**config.mk**
```make
export PLATFORM = sky130hd
export DESIGN_NAME = jtag_host
export DESIGN_NICKNAME = d
export VERILOG_FILES = /design/src/rtl/jtag_host_pkg.sv /design/src/rtl/jtag_host_tckgen.sv /design/src/rtl/jtag_host.sv
export SDC_FILE = /design/constraint.sdc
export NUM_CORES = 1
export LEC_CHECK = 0
export BUFFER_PORTS_ARGS = -buffer_cell sky130_fd_sc_hd__buf_2
export CORE_MARGIN = 2
export CORE_UTILIZATION = 50
export CTS_BUF_LIST = sky130_fd_sc_hd__clkbuf_8
export CTS_CLUSTER_DIAMETER = 200
export DETAILED_ROUTE_END_ITERATION = 10
export PLACE_DENSITY = 0.65
export SETUP_SLACK_MARGIN = 0.15
export SLEW_MARGIN = 20
export SYNTH_ARGS = -nofsm -noshare
export SYNTH_HDL_FRONTEND = slang
export SYNTH_SLANG_ARGS = --single-unit
```
**constraint.sdc**
```tcl
create_clock -name clk -period 6.9 [get_ports clk]
set_input_delay 0.69 -clock clk [delete_from_list [all_inputs] [get_ports clk]]
set_output_delay 0.69 -clock clk [all_outputs]
set_load 0.05 [all_outputs]
```
**src/rtl/jtag_host_pkg.sv**
```systemverilog
// rtl/jtag_host_pkg.sv - shared types and TMS navigation constants for jtag_host
//    state_t          : host sequencer states
//    NAV_*_TMS/LEN    : TMS patterns (LSB first) walking Run-Test/Idle to Shift and back
//    RESET_SEQ_LEN    : TCK cycles in the power-on TAP reset walk
package jtag_host_pkg;

   typedef enum logic [2:0] {
      ST_RESET_SEQ,
      ST_IDLE,
      ST_NAV_IN,
      ST_SHIFT,
      ST_NAV_OUT,
      ST_RESP
   } state_t;

   // Run-Test/Idle -> Select-DR -> Capture-DR -> Shift-DR
   localparam logic [2:0] NAV_DR_TMS  = 3'b001;
   localparam int         NAV_DR_LEN  = 3;
   // Run-Test/Idle -> Select-DR -> Select-IR -> Capture-IR -> Shift-IR
   localparam logic [3:0] NAV_IR_TMS  = 4'b0011;
   localparam int         NAV_IR_LEN  = 4;
   // Exit1 -> Update -> Run-Test/Idle
   localparam logic [1:0] NAV_OUT_TMS = 2'b01;
   localparam int         NAV_OUT_LEN = 2;

   // Five TMS=1 cycles reach Test-Logic-Reset from any state, one TMS=0 lands in Run-Test/Idle
   localparam int RESET_SEQ_LEN  = 6;
   localparam int RESET_TMS_ONES = 5;

   function automatic logic nav_in_tms(input logic ir, input logic [1:0] idx);
      logic [3:0] pat;
      pat = ir ? NAV_IR_TMS : {1'b0, NAV_DR_TMS};
      return pat[idx];
   endfunction

   function automatic logic [2:0] nav_in_len(input logic ir);
      return ir ? 3'(NAV_IR_LEN) : 3'(NAV_DR_LEN);
   endfunction

endpackage

```
**src/rtl/jtag_host_tckgen.sv**
```systemverilog
// rtl/jtag_host_tckgen.sv - TCK divider producing the test clock level and edge strobes
//    clk, rstn : system clock, asynchronous active-low reset
//    en        : run the divider; when low TCK parks at 0 and the phase counter clears
//    tck       : TCK level, CLK_DIV clk cycles per half period, starting with a low half
//    fall_stb  : high in the clk cycle whose closing edge drops tck
//    rise_stb  : high in the clk cycle whose closing edge raises tck
module jtag_host_tckgen #(
   parameter int CLK_DIV = 4
) (
   input  logic clk,
   input  logic rstn,
   input  logic en,
   output logic tck,
   output logic fall_stb,
   output logic rise_stb
);

   localparam int CW = (CLK_DIV > 1) ? $clog2(CLK_DIV) : 1;

   logic [CW-1:0] cnt;
   logic          wrap;

   assign wrap     = en && (cnt == CW'(CLK_DIV - 1));
   assign rise_stb = wrap && !tck;
   assign fall_stb = wrap && tck;

   always_ff @(posedge clk or negedge rstn) begin
      if (!rstn) begin
         cnt <= '0;
         tck <= 1'b0;
      end else if (!en) begin
         cnt <= '0;
         tck <= 1'b0;
      end else if (wrap) begin
         cnt <= '0;
         tck <= ~tck;
      end else begin
         cnt <= cnt + CW'(1);
      end
   end

endmodule

```
**src/rtl/jtag_host.sv**
```systemverilog
// rtl/jtag_host.sv - JTAG initiator performing one IR/DR scan per command, Run-Test/Idle to Run-Test/Idle
//    clk, rstn_i                          : clock, asynchronous active-low reset
//    cmd_valid_i/cmd_ready_o              : command handshake
//    cmd_ir_i, cmd_len_i, cmd_data_i      : scan type, bit count (clamped to MAX_LEN), TDI bits LSB first
//    rsp_valid_o/rsp_ready_i, rsp_data_o  : response handshake, captured TDO bits (bit i = i-th shifted)
//    tck_o, tms_o, tdi_o, tdo_i           : JTAG pins
//    trst_no                              : optional TAP reset, present when JTAG_HOST_TRST_EN is defined
module jtag_host
   import jtag_host_pkg::*;
#(
   parameter int CLK_DIV = 4,
   parameter int MAX_LEN = 64,
   parameter int LEN_W   = $clog2(MAX_LEN + 1)
) (
   input  logic               clk,
   input  logic               rstn_i,
   input  logic               cmd_valid_i,
   output logic               cmd_ready_o,
   input  logic               cmd_ir_i,
   input  logic [LEN_W-1:0]   cmd_len_i,
   input  logic [MAX_LEN-1:0] cmd_data_i,
   output logic               rsp_valid_o,
   input  logic               rsp_ready_i,
   output logic [MAX_LEN-1:0] rsp_data_o,
   output logic               tck_o,
   output logic               tms_o,
   output logic               tdi_o,
`ifdef JTAG_HOST_TRST_EN
   output logic               trst_no,
`endif
   input  logic               tdo_i
);

   // step must also count the reset walk and the navigation patterns
   localparam int SW = (LEN_W > 3) ? LEN_W : 3;

   state_t             state;
   logic [SW-1:0]      step;
   logic [SW-1:0]      step_inc;
   logic [SW-1:0]      step_inc2;
   logic               ir;
   logic [LEN_W-1:0]   len;
   logic [LEN_W-1:0]   len_clamped;
   logic [MAX_LEN-1:0] sh;
   logic [MAX_LEN-1:0] cap;
   logic               tck_en;
   logic               fall_stb;
   logic               rise_stb;
   logic               hold;

   assign step_inc    = step + SW'(1);
   assign step_inc2   = step + SW'(2);
   assign len_clamped = (cmd_len_i > LEN_W'(MAX_LEN)) ? LEN_W'(MAX_LEN) : cmd_len_i;
   assign tck_en      = !hold && (state != ST_IDLE) && (state != ST_RESP);

`ifdef JTAG_HOST_TRST_EN
   localparam int TW = $clog2(2 * CLK_DIV + 1);
   logic [TW-1:0] trst_cnt;

   // TRST stays asserted for one full TCK period after reset release; the TMS walk waits for it
   always_ff @(posedge clk or negedge rstn_i) begin
      if (!rstn_i) begin
         trst_cnt <= '0;
         trst_no  <= 1'b0;
      end else if (!trst_no) begin
         if (trst_cnt == TW'(2 * CLK_DIV - 1)) begin
            trst_no <= 1'b1;
         end else begin
            trst_cnt <= trst_cnt + TW'(1);
         end
      end
   end

   assign hold = !trst_no;
`else
   assign hold = 1'b0;
`endif

   jtag_host_tckgen #(
      .CLK_DIV (CLK_DIV)
   ) u_tckgen (
      .clk      (clk),
      .rstn     (rstn_i),
      .en       (tck_en),
      .tck      (tck_o),
      .fall_stb (fall_stb),
      .rise_stb (rise_stb)
   );

   // TMS/TDI for the next TCK cycle are loaded on each falling strobe; the first value of a
   // phase is loaded when the phase is entered so it is valid for that cycle's low half.
   always_ff @(posedge clk or negedge rstn_i) begin
      if (!rstn_i) begin
         state       <= ST_RESET_SEQ;
         step        <= '0;
         ir          <= 1'b0;
         len         <= '0;
         sh          <= '0;
         cap         <= '0;
         tms_o       <= 1'b1;
         tdi_o       <= 1'b0;
         cmd_ready_o <= 1'b0;
         rsp_valid_o <= 1'b0;
         rsp_data_o  <= '0;
      end else begin
         case (state)
            ST_RESET_SEQ: begin
               if (fall_stb) begin
                  if (step_inc == SW'(RESET_SEQ_LEN)) begin
                     state       <= ST_IDLE;
                     step        <= '0;
                     tms_o       <= 1'b0;
                     cmd_ready_o <= 1'b1;
                  end else begin
                     step  <= step_inc;
                     tms_o <= (step_inc < SW'(RESET_TMS_ONES));
                  end
               end
            end

            ST_IDLE: begin
               if (cmd_valid_i && cmd_ready_o) begin
                  cmd_ready_o <= 1'b0;
                  ir          <= cmd_ir_i;
                  len         <= len_clamped;
                  sh          <= cmd_data_i;
                  cap         <= '0;
                  rsp_data_o  <= '0;
                  step        <= '0;
                  if (len_clamped == '0) begin
                     state       <= ST_RESP;
                     rsp_valid_o <= 1'b1;
                  end else begin
                     state <= ST_NAV_IN;
                     tms_o <= nav_in_tms(cmd_ir_i, 2'd0);
                     tdi_o <= 1'b0;
                  end
               end
            end

            ST_NAV_IN: begin
               if (fall_stb) begin
                  if (step_inc == SW'(nav_in_len(ir))) begin
                     state <= ST_SHIFT;
                     step  <= '0;
                     tms_o <= (len == LEN_W'(1));
                     tdi_o <= sh[0];
                     sh    <= sh >> 1;
                  end else begin
                     step  <= step_inc;
                     tms_o <= nav_in_tms(ir, step_inc[1:0]);
                  end
               end
            end

            ST_SHIFT: begin
               // TDO enters at the top; after len bits the capture sits in the upper len bits
               if (rise_stb) begin
                  cap <= {tdo_i, cap[MAX_LEN-1:1]};
               end
               if (fall_stb) begin
                  if (step_inc == SW'(len)) begin
                     state      <= ST_NAV_OUT;
                     step       <= '0;
                     tms_o      <= NAV_OUT_TMS[0];
                     tdi_o      <= 1'b0;
                     rsp_data_o <= cap >> (LEN_W'(MAX_LEN) - len);
                  end else begin
                     step  <= step_inc;
                     tms_o <= (step_inc2 == SW'(len));
                     tdi_o <= sh[0];
                     sh    <= sh >> 1;
                  end
               end
            end

            ST_NAV_OUT: begin
               if (fall_stb) begin
                  if (step_inc == SW'(NAV_OUT_LEN)) begin
                     state       <= ST_RESP;
                     step        <= '0;
                     tms_o       <= 1'b0;
                     rsp_valid_o <= 1'b1;
                  end else begin
                     step  <= step_inc;
                     tms_o <= NAV_OUT_TMS[1];
                  end
               end
            end

            ST_RESP: begin
               if (rsp_ready_i) begin
                  rsp_valid_o <= 1'b0;
                  cmd_ready_o <= 1'b1;
                  state       <= ST_IDLE;
               end
            end

            default: begin
               state <= ST_RESET_SEQ;
            end
         endcase
      end
   end

endmodule

```
Yosys cells after proc, flatten, opt, wreduce, memory -nomap -nowiden:

Index checks and enable logic that the tools add are counted.

* output and inout bits: 69
* register bits after elaboration: 217

* eq/ne operators: 29
* order comparisons: 3
* reductions and logical operators: 23
* muxes and demuxes: 71
* shift operators: 1
* bitwise logic cells: 1
* add/sub/neg operators: 4

Operator list (count)
* 64-bit two-way mux: 9
* 64-bit one-hot mux with 2 select lines: 2
* 64-bit one-hot mux with 3 select lines: 1
* 7-bit two-way mux: 10
* 64-bit by 7-bit right shift with 64-bit output: 1
* 3-bit two-way mux: 12
* 7-bit one-hot mux with 5 select lines: 1
* 2-bit != test (second input constant): 15
* 1-bit two-way mux: 27
* 6-bit AND reduction: 4
* 3-bit one-hot mux with 6 select lines: 1
* 7-bit equality test: 2
* 10-bit AND reduction: 1
* 1-bit one-hot mux with 3 select lines: 3
* 3-bit nonzero test: 3
* 7-bit by 1-bit adder with 7-bit output (second input constant): 1
* 7-bit by 2-bit adder with 7-bit output (second input constant): 1
* 7-bit by 1-bit equality test with 1-bit output (second input constant): 1
* 7-bit by 2-bit equality test with 1-bit output (second input constant): 1
* 7-bit by 3-bit equality test with 1-bit output: 1
* 7-bit by 3-bit equality test with 1-bit output (second input constant): 1
* 7-bit greater-than comparator (second input constant): 1
* 7-bit zero test: 1
* 7-bit by 3-bit < comparator with 1-bit output (second input constant): 1
* 23 further kinds: 31

Logic depth before layout (Yosys ltp):

Gate-level depths: netlist (run 1).

* word-level depth: 6
* gate-level depth with buffers: 16
* gate-level depth less buffers: 8

By module:

From an unflattened synthesis (run 1), not the netlist that was laid out.

* cell total of the unflattened synthesis: 1367
* area, all modules: 14716.6 µm²

By module, submodules not included
* jtag_host: cells each 1356, area an instance 14581.5 µm², instances 1
* jtag_host_tckgen: cells each 11, area an instance 135.1 µm², instances 1

Worst setup path after synthesis (run 1):

No wires, ideal clock.

* kind: register to register
* start point: register len[0]
* end point: register rsp_data_o[4]
* clock period less this slack: 3.725 ns
* path buffers: 8
* data arrival time: 3.590 ns
* stages on the path, launching flop included: 17
* slack: 3.175 ns
* required time: 6.765 ns
* cell sequence: dfrtp_1 buf_4 buf_6 inv_2 buf_2 buf_2 ha_1 buf_4 buf_2 buf_2 buf_2 mux2i_1 mux2i_1 mux4_2 mux2_2 nand4_1 o211ai_1

* cells in the longest elaborated chain, start to end: 5

RTL lines
* start: declaration: line jtag_host.sv:42 `logic [LEN_W-1:0] len;`
* start signal: assignment: line jtag_host.sv:125 `len <= len_clamped;`
* 7-bit subtractor: line jtag_host.sv:167 `rsp_data_o <= cap >> (LEN_W'(MAX_LEN) - len);`
* 64-bit by 7-bit right shift with 64-bit output: line jtag_host.sv:167
* 64-bit two-way mux: line jtag_host.sv:162 `if (step_inc == SW'(len)) begin`
* 64-bit two-way mux: line jtag_host.sv:161 `if (fall_stb) begin`
* 64-bit one-hot mux with 2 select lines: line jtag_host.sv:106 `case (state)`
* end signal: assignment: line jtag_host.sv:167
* end: declaration: line jtag_host.sv:24 `output logic [MAX_LEN-1:0] rsp_data_o,`

Several ways; a longest one is shown, not always the timed one. The select of a mux whose other input is x is not followed.
A chain may end at the register's enable or synchronous reset.

Worst setup path after layout (run 1):

* start point: register len[0]
* end point: register rsp_data_o[51]

The elaborated chain is that of the path after synthesis.

==> results.ini, run 1 <==
[sta]
worstMarginPinSlew_ps = 1100
period_share_pct = 65.4
layout_setup_ws_ps = 2380
finalSetupViolCount = 0
maxSlewViolCount = 0
finalSetupTns_ps = 0
fmax_mhz = 221
maxSlewHeadroom_pct = 26.9
finalHoldViolCount = 0
period_needed_ps = 4520
clock_skew_ps = 34.2
grt_setup_unrepaired = false

[global_route]
antenna_found_initial = 0
grtUsageTotal_pct = 26.9
grt_pass1_wl_um = 65700
globalRoute.totalOverflow = 0
grt_max_degree = 88
grt_pass1_vias = 11475

[worst_setup_path]
crit_path_start_kind = flip-flop
cp-end-kind = flip-flop
r2r-start = len[0]
ff2ff_path_depth = 9
cp.required_ps = 7330
rrSetupSlack_ps = 2380
cp_max_fo = 64
path_class = flip-flop to flip-flop
r2r-end = rsp_data_o[51]
cp_data_arrival_time_ps = 4950

[clock_network]
cts_resized = 0
numClockSinks = 217
clk_pin_slew_ps = 60
clock-root-buffer = clkbuf_8
postCtsHoldBufs = 0
cts_tree = yes
clockBufferDepth = 3
insertion_delay_ps = 560
cts_setup_buffers = 0
numCtsBuffers = 41
h-tree-depth = 2

[pwr]
p_comb_share_pct = 56.1
swShare_pct = 46.8
p_leak_nw = 7.36
pwr-share-seq_pct = 26.2
clkPwrFrac_pct = 17.7
switchingPower_mw = 3.20
p_int_mw = 3.65
power_density_mw_per_mm2 = 420
ir_drop_uv = 321

[synthesis]
syn_inst = 1384
avgSynthCellArea_um2 = 10.6
syn_nets = 1468
synthesis.area_mm2 = 0.0146
synth_flop_cell = dfrtp_1
yosysSeqAreaShare_pct = 37.1
synth_area_leaders = dfrtp_1, mux2_2, mux4_2
synth_seq_cells = 217
synth-edff-count = 0
async_reset_ff_share_pct = 100
synth_top_area_cell = dfrtp_1
yosys_warnings = 0
synth_top_area_share_pct = 36.9
synthDistinctLibCells = 73

[routing]
wl_per_cell_um = 21.8
drc_errors = 0
drtIter0Drc = 1139
wl_um = 41200
num_vias = 11713
final_antenna_net_count = 0
routed_via_density = 6.20
first_pass_iters = 5

[placed_design]
place_ws_ps = 2490
dp_hpwl_um = 28700
place.gp.congestion = 0.937
port_buffers = 145

[floorplan]
die-area_mm2 = 0.0307
start_util_pct = 50.9
die_w_um = 175
chipHeight_um = 175
ios = 146
rows = 62
core_mm2 = 0.0288

[finish]
area_growth_pct = 11.3
num_antenna_cells = 0
fillers = 2524
drive_above_1_share_pct = 35.2
layout.nets = 1562

[worst_hold_path]
hp-class = input pin to asynchronous set/reset pin

[run_status]
outcome = finished clean

[flow_run]
max_cap_violations = 0

-- worst max path at each step --
stage | slack (ps) | to | from | cells after the start
after floorplan | 3180 | rsp_data_o[4] | len[0] | 16
after global placement | 2580 | rsp_data_o[51] | len[0] | 9
after detailed placement | 2490 | rsp_data_o[51] | len[0] | 9
after CTS | 2470 | rsp_data_o[51] | len[0] | 9
after global routing | 2250 | rsp_data_o[51] | len[0] | 9
final | 2380 | rsp_data_o[51] | len[0] | 9
-- cell usage after synthesis, drive strengths merged (5+ instances only) --
| cell | count |
|---|---|
| nand3b | 5 |
| mux4 | 66 |
| clkbuf | 50 |
| xnor2 | 13 |
| mux2 | 211 |
| o2bb2ai | 6 |
| ha | 7 |
| mux2i | 84 |
| nor2 | 63 |
| inv | 30 |
| nand3 | 91 |
| nand4 | 11 |
| nor4 | 12 |
| o21ai | 36 |
| a31oi | 7 |
| nand2 | 177 |
| o31ai | 7 |
| xor2 | 10 |
| or2 | 6 |
| a211oi | 10 |
| nor2b | 5 |
| buf | 68 |
| a221o | 5 |
| o2111ai | 9 |
| a22o | 13 |
| nor3 | 18 |
| o211a | 5 |
| dfrtp | 216 |
| o211ai | 52 |
| nand2b | 9 |
| o22ai | 9 |
| a21oi | 19 |
-- layer usage --
layer / global-route usage (%) / wire (µm)
met5: 0 / 0
met4: 9.48 / 1390
met3: 4.55 / 2630
met2: 42.1 / 19400
met1: 37.8 / 17700
-- critical path: stages (launching register included) --
cell	delay, ps
dfrtp_2	400
inv_2	670
ha_4	780
buf_4	460
mux2_2	420
and3_1	190
a31oi_1	670
a21oi_1	270
nor2b_1	200
mux2_2	270
-- placed cells by master (no fill, tap or decap), types with 47 or more instances in the layout --
cell type,Yosys,routed
mux2_2,208,208
mux2i_1,84,84
dfrtp_1,216,215
buf_2,38,144
clkbuf_8,0,47
nor2_1,63,62
o211ai_1,52,52
nand2_1,177,176
mux4_2,66,66
nand3_1,91,91
-- registers in the layout (all words and copies together) (netlist names) --
signal	count
rsp_data_o	64
state	3
cap	64
tdi_o	1
ir	1
u_tckgen.tck	1
sh	64
len	7
tms_o	1
u_tckgen.cnt	2
cmd_ready_o	1
step	7
rsp_valid_o	1
-- logic make-up (layout without fill, tap and decap cells) --
| family | after synthesis | in the layout | synth area share, % |
|---|---|---|---|
| compound gates | 211 | 211 | 10.6 |
| mux | 361 | 361 | 32.1 |
| buf+inv | 148 | 268 | 4.84 |
| flops | 217 | 217 | 37.1 |
| simple gates | 417 | 417 | 13.3 |
| xor+xnor | 23 | 23 | 1.48 |
| fa+ha+maj | 7 | 7 | 0.598 |
-- power by group through the flow --
stage | logic [mW] | registers (mW) | clock network, mW
floorplan | 2.72 | 2.09 | 0
CTS | 3.81 | 1.79 | 1.23
global route | 4.10 | 1.83 | 1.29
global placement | 3.77 | 1.80 | 0
finish | 3.84 | 1.79 | 1.21
detailed placement | 3.80 | 1.81 | 0
-- metrics by stage --
| step | cells | total power [mW] | area (µm²) | hold slack, ps | util, % |
|---|---|---|---|---|---|
| 4_1_cts | 1888 | 6.83 | 16300 | 168 | 56.6 |
| 3_3_place_gp | 1819 | 5.57 | 15500 | 429 | 53.9 |
| 5_1_grt | 1888 | 7.22 | 16300 | 204 | 56.6 |
| 6_report | 1888 | 6.85 | 16300 | 149 | 56.6 |
| 3_5_place_dp | 1819 | 5.61 | 15500 | 437 | 53.9 |
| 2_1_floorplan | 1384 | 4.82 | 14600 | 394 | - |
-- cell type report --
class	count	area [µm²]	area share, %
well taps	384	480	2.95
clock buffers	47	647	3.97
clock inverters	22	123	0.752
flip-flops and latches	217	5430	33.3
repair buffers	169	916	5.62
multi-input cells	1019	8590	52.7
inverters	30	113	0.691
(Power assumes the default switching activity.)
==> run 2, diff against run 1 <==
--- a/config.mk
+++ b/config.mk
@@ -11,7 +11,7 @@
 export CTS_BUF_LIST = sky130_fd_sc_hd__clkbuf_8
 export CTS_CLUSTER_DIAMETER = 200
 export DETAILED_ROUTE_END_ITERATION = 10
-export PLACE_DENSITY = 0.65
+export PLACE_DENSITY = 0.68
 export SETUP_SLACK_MARGIN = 0.15
 export SLEW_MARGIN = 20
 export SYNTH_ARGS = -nofsm -noshare
==> constraint.sdc (replaced) <==
create_clock -name clk -period 4 [get_ports clk]
set_input_delay 0.4 -clock clk [delete_from_list [all_inputs] [get_ports clk]]
set_output_delay 0.4 -clock clk [all_outputs]
set_load 0.05 [all_outputs]
==> run 2 against run 1 <==
Against the previous run:
- critical path depth is 1 lower
- final area rose by 1.2%
- via count is 1.3% higher
- hold slack got worse by 90 ps
- setup slack got worse by 1800 ps
- core utilization up 0.70 points
- die area unchanged
- critical path type unchanged
- highest routed layer is now met5
==> results.ini, run 2 (same netlist as run 1, synthesis figures left out) <==
[floorplan]
rows = 62  ; unchanged
core_mm2 = 0.0288  ; unchanged
start_util_pct = 50.9  ; unchanged
ios = 146  ; unchanged
die-area_mm2 = 0.0307  ; unchanged
die_w_um = 175  ; unchanged
chipHeight_um = 175  ; unchanged

[routing]
drtIter0Drc = 1109  ; -2.6%
top_layer = met5
num_vias = 11863  ; +1.3%
drc_errors = 0  ; unchanged
met1_length_um = 17400  ; -1.7%
final_antenna_net_count = 0  ; unchanged
route.met2.wl_um = 19100  ; -1.9%
routed_via_density = 6.22  ; +0.22%
first_pass_iters = 6  ; +1
wl_per_cell_um = 21.5  ; -1.4%
wl_um = 41000  ; -0.33%
wl_met3_um = 3080  ; +17%

[placed_design]
dp_hpwl_um = 29500  ; +3.0%
port_buffers = 145  ; unchanged
place.gp.congestion = 1.02  ; +9.1%

[global_route]
grt_pass1_vias = 11504  ; +0.25%
grtUsageTotal_pct = 26.8  ; about the same
grt_pass1_wl_um = 65200  ; -0.76%
antenna_found_initial = 0  ; unchanged
globalRoute.totalOverflow = 0  ; unchanged
grt_max_degree = 95  ; +8.0%

[sta]
period_needed_ps = 3450  ; -1070 ps
clock_skew_ps = 30.3  ; -3.92 ps
period_share_pct = 86.2  ; +21 points
finalSetupViolCount = 0  ; unchanged
finalSetupTns_ps = 0  ; unchanged
maxSlewViolCount = 0  ; unchanged
worstMarginPinSlew_ps = 978  ; -117 ps
maxSlewHeadroom_pct = 34.7  ; +7.8 points
finalHoldViolCount = 0  ; unchanged
fmax_mhz = 290  ; +31%
grt_setup_unrepaired = false

[pwr]
power_density_mw_per_mm2 = 729  ; +74%
pwr-share-seq_pct = 25.4  ; -0.8 points
p_leak_nw = 7.48  ; +1.7%
p_int_mw = 6.45  ; +77%
switchingPower_mw = 5.59  ; +75%
p_total_mw = 12.0  ; +76%
p_comb_share_pct = 57.4  ; +1.3 points
swShare_pct = 46.4  ; -0.33 points
clkPwrFrac_pct = 17.1  ; -0.6 points
ir_drop_uv = 521  ; +62%

[worst_setup_path]
cp-end-kind = flip-flop
crit_path_start_kind = flip-flop
cp_data_arrival_time_ps = 3890  ; -1060 ps
path_class = flip-flop to flip-flop
cp.required_ps = 4440  ; -2890 ps
cp_max_fo = 64  ; unchanged
r2r-start = step[0]
critical_path.startpoint = step[0]

[finish]
largestRegisters = cap (64), rsp_data_o (64), sh (64)
layout_common_cells = dfrtp_1, mux2_2, nand2_1, buf_2, nand3_1
num_antenna_cells = 0  ; unchanged
area_growth_pct = 12.7
drive_above_1_share_pct = 35.8  ; +0.65 points
layout.nets = 1582  ; +1.3%
final_common_cell = dfrtp_1

[clock_network]
clockBufferDepth = 3  ; unchanged
numCtsBuffers = 39  ; -4.9%
insertion_delay_ps = 570  ; about the same
h-tree-depth = 2  ; unchanged
cts_resized = 0  ; unchanged
cts_setup_buffers = 0  ; unchanged
clock-root-buffer = clkbuf_8
clk_pin_slew_ps = 60  ; about the same
postCtsHoldBufs = 1  ; +1
numClockSinks = 217  ; unchanged
cts_tree = yes

[flow_run]
max_cap_violations = 0  ; unchanged

[run_status]
outcome = finished clean

[worst_hold_path]
hold_start = cmd_ir_i
hp-class = input pin to flip-flop

## run 2: cell types whose count changed in the layout (fill, tap and decap cells not counted)
cell,delta
clkinv_8,+1
clkinvlp_4,-1
inv_6,+1
a211o_2,+1
dlygate4sd3_1,+1
buf_4,+17
clkinv_2,-4
a211o_4,-1
buf_12,+4
clkbuf_8,-1
inv_1,+2
## run 2: stage by stage
stage | std cells | utilization (%) | instance area [µm²] | setup slack, ps | hold WS (ps)
2_1_floorplan | 1384 | - | 14600 | 275 | 104
3_3_place_gp | 1840 | 54.7 | 15700 | 665 | 420
3_5_place_dp | 1840 | 54.7 | 15700 | 618 | 430
4_1_cts | 1908 | 57.3 | 16500 | 583 | 40.9
5_1_grt | 1908 | 57.3 | 16500 | 372 | 59.1
6_report | 1908 | 57.3 | 16500 | 552 | 58.7
## run 2: path summary, 6_finish.rpt
path                              endpoint  slack, ps  cells after the start
max reg2reg                         sh[21]        550                      8
min                                     ir         60                      3
max                                 sh[21]        550                      8
min in group asynchronous          step[2]        400                      2
min reg2reg                u_tckgen.cnt[0]        440                      1
max in group asynchronous            sh[7]       2580                      3
## run 2: worst max-delay path: stages (launching register included)
cell      delay (ps)
dfrtp_1          600
ha_1             330
nand3_1          260
or2_2            430
xor2_1           480
nor3_2           140
a211oi_4         300
buf_12           340
mux2_2           390
## run 2: layer usage
metal / up-vias / global-route usage (%)
li1: 5389 / -
met1: 5901 / 37.0
met2: 468 / 41.8
met3: 103 / 5.46
met4: 2 / 10.0
met5: - / 0.962
## run 2: area by class of cell
| type | count | area, µm² |
|---|---|---|
| Fill cell | 2509 | 12300 |
| Multi-Input combinational cell | 1019 | 8580 |
| Sequential cell | 217 | 5430 |
| Timing Repair Buffer | 191 | 1130 |
| Clock buffer | 46 | 633 |
| Tap cell | 384 | 480 |
| Clock inverter | 21 | 128 |
| Inverter | 30 | 113 |
## run 2: power groups by stage
| stage | combinational [mW] | sequential [mW] | clock [mW] |
|---|---|---|---|
| finish | 6.92 | 3.06 | 2.06 |
| CTS | 6.85 | 3.05 | 2.11 |
| floorplan | 4.70 | 3.61 | 0 |
| detailed placement | 6.83 | 3.09 | 0 |
| global route | 7.36 | 3.12 | 2.21 |
| global placement | 6.75 | 3.07 | 0 |
==> run 3, diff against run 2 <==
--- a/config.mk
+++ b/config.mk
@@ -11,7 +11,7 @@
 export CTS_BUF_LIST = sky130_fd_sc_hd__clkbuf_8
 export CTS_CLUSTER_DIAMETER = 200
 export DETAILED_ROUTE_END_ITERATION = 10
-export PLACE_DENSITY = 0.68
+export PLACE_DENSITY = 0.81
 export SETUP_SLACK_MARGIN = 0.15
 export SLEW_MARGIN = 20
 export SYNTH_ARGS = -nofsm -noshare
==> constraint.sdc (replaced) <==
create_clock -name clk -period 4 [get_ports clk]
set_input_delay 0 -clock clk [delete_from_list [all_inputs] [get_ports clk]]
set_output_delay 0 -clock clk [all_outputs]
set_load 0.05 [all_outputs]
==> run 3 against run 2 <==
Against the previous run:
- routed wire length increased by 9.4%
- critical path depth unchanged
- sequential power increased by 2%
- maximum frequency increased by 1.5%
- flip-flop and latch count unchanged
- power about the same
- final area increased by 4.2%
- first-iteration DRC count increased by 38%
- count of clock-buffer cells in the layout decreased by 6
==> results.ini, run 3 (same netlist as run 1, synthesis figures left out) <==
[sta]
maxSlewHeadroom_pct = 29.2  ; -5.5 points
period_share_pct = 84.9  ; -1.3 points
fmax_mhz = 294  ; +1.5%
worstMarginPinSlew_ps = 1060  ; +81.7 ps
clock_skew_ps = 20.8  ; -9.52 ps
finalSetupViolCount = 0  ; unchanged
finalSetupTns_ps = 0  ; unchanged
finalHoldViolCount = 0  ; unchanged
maxSlewViolCount = 0  ; unchanged
grt_setup_unrepaired = false
period_needed_ps = 3400  ; -51.1 ps

[floorplan]
die_w_um = 175  ; unchanged
ios = 146  ; unchanged
start_util_pct = 50.9  ; unchanged
rows = 62  ; unchanged
core_mm2 = 0.0288  ; unchanged
chipHeight_um = 175  ; unchanged
die-area_mm2 = 0.0307  ; unchanged

[worst_setup_path]
path_cells = ha_1 > nand3_1 > or2_2 > xor2_1 > nor3_2 > a211oi_4 > buf_12 > mux2_2
rrSetupSlack_ps = 600  ; +50 ps
ff2ff_path_depth = 8  ; unchanged
path_class = flip-flop to flip-flop
cp_data_arrival_time_ps = 3810  ; -80 ps
worst-path-stages = 8  ; unchanged
critPathTopFamily = simple AND/OR/NAND/NOR gates
critical_path_buf_inv_count = 1  ; unchanged
cp.required_ps = 4410  ; -30 ps
cp_max_fo = 64  ; unchanged
crit_path_start_kind = flip-flop
cpPeakStageDelay_ps = 530  ; -70 ps
cp-end-kind = flip-flop
critPathSlowestCell = dfrtp_1

[pwr]
switchingPower_mw = 5.70  ; +2.1%
ir_drop_uv = 491  ; -5.8%
p_total_mw = 12.0  ; about the same
power_density_mw_per_mm2 = 701  ; -4.0%
p_comb_share_pct = 58.6  ; +1.2 points
swShare_pct = 47.4  ; +0.95 points
clkPwrFrac_pct = 15.5  ; -1.6 points
pwr-share-seq_pct = 26.0  ; +0.6 points
p_leak_nw = 7.73  ; +3.4%
p_int_mw = 6.34  ; -1.7%

[global_route]
grtUsageTotal_pct = 29.1  ; +2.3 points
globalRoute.totalOverflow = 0  ; unchanged
grt_max_degree = 103  ; +8.4%
grt_pass1_wl_um = 70900  ; +8.7%
grt_pass1_vias = 12599  ; +9.5%
grt_busiest_layer = met2
grt_use_met1_pct = 37.5  ; +0.42 points
met3_usage_pct = 5.48  ; +0.022 points
met2_usage_pct = 48.4  ; +6.6 points
antenna_found_initial = 1  ; +1

[flow_run]
max_cap_violations = 0  ; unchanged

[finish]
final_common_cell = dfrtp_1
multi_input_area_mm2 = 0.00858  ; unchanged
largestRegisters = cap (64), rsp_data_o (64), sh (64)
layout_common_cells = dfrtp_1, mux2_2, nand2_1, buf_2, nand3_1
drive_above_1_share_pct = 33.8  ; -2.0 points
regArea_mm2 = 0.00543  ; unchanged
area_growth_pct = 17.4
fillers = 2242  ; -11%
layout.nets = 1657  ; +4.7%

[placed_design]
place.gp.congestion = 1.03  ; +0.84%
dp_hpwl_um = 29600  ; +0.16%
port_buffers = 145  ; unchanged

[routing]
routed_via_density = 6.41  ; +3.1%
drtIter0Drc = 1528  ; +38%
num_vias = 12692  ; +7.0%
drc_errors = 0  ; unchanged
wl_per_cell_um = 22.7  ; +5.4%
final_antenna_net_count = 0  ; unchanged
wl_um = 44900  ; +9.4%
first_pass_iters = 7  ; +1

[clock_network]
insertion_delay_ps = 550  ; -20 ps
clk_pin_slew_ps = 70  ; about the same
h-tree-depth = 2  ; unchanged
numClockSinks = 217  ; unchanged
cts_setup_buffers = 0  ; unchanged
postCtsHoldBufs = 81  ; +80
cts_tree = yes
cts_resized = 0  ; unchanged
clockBufferDepth = 3  ; unchanged
numCtsBuffers = 36  ; -7.7%
clock-root-buffer = clkbuf_8

[run_status]
outcome = finished clean

[worst_hold_path]
hp-class = input pin to asynchronous set/reset pin

run 3: changes by cell type in the layout (fill, tap and decap cells not counted):
cell	change
buf_12	+1
buf_4	-3
bufinv_16	-1
clkbuf_8	-6
clkinv_2	+2
clkinv_8	-1
diode_2	+1
dlygate4sd3_1	+80
inv_1	-2
inv_8	+1
run 3: cell type report:
class                      instances  area share (%)
clock inverter                    20           0.553
tap                              384            2.80
inverter                          30           0.655
antenna                            1          0.0146
sequential                       217            31.6
timing repair buffer             269            11.2
clock buffer                      40            3.20
multi-input combinational       1019            49.9
run 3: metrics by stage:
| stage | hold WS (ps) | cell area (µm²) | utilization, % | setup WS, ps | cells |
|---|---|---|---|---|---|
| finish | 91.2 | 17200 | 59.7 | 603 | 1980 |
| global route | 162 | 17200 | 59.7 | 436 | 1980 |
| CTS | 107 | 17200 | 59.7 | 660 | 1979 |
| detailed placement | 109 | 15700 | 54.7 | 700 | 1838 |
| global placement | 98.9 | 15700 | 54.7 | 802 | 1838 |
| floorplan | -296 | 14600 | - | 275 | 1384 |
run 3: path summary, 6_finish.rpt:
| kind | start | to |
|---|---|---|
| setup / recovery | step[0] | sh[31] |
| hold reg to reg | u_tckgen.cnt[0] | u_tckgen.cnt[0] |
| min in group clk | cmd_valid_i | len[4] |
| setup reg to reg | step[0] | sh[31] |
| max in group asynchronous | rstn_i | cap[43] |
| hold / removal | rstn_i | step[3] |
run 3: routing by layer:
metal  routed length [µm]  vias up
li1                     -     5528
met3                 3910      153
met1                17400     6258
met5                    0        -
met4                 2020        0
met2                21600      753
run 3: power groups by stage:
stage | Sequential, mW | Clock [mW] | Combinational (mW)
6_report | 3.13 | 1.86 | 7.05
3_3_place_gp | 3.09 | 0 | 6.71
5_1_grt | 3.17 | 1.98 | 7.44
3_5_place_dp | 3.11 | 0 | 6.80
4_1_cts | 3.08 | 1.85 | 6.87
2_1_floorplan | 3.61 | 0 | 4.70
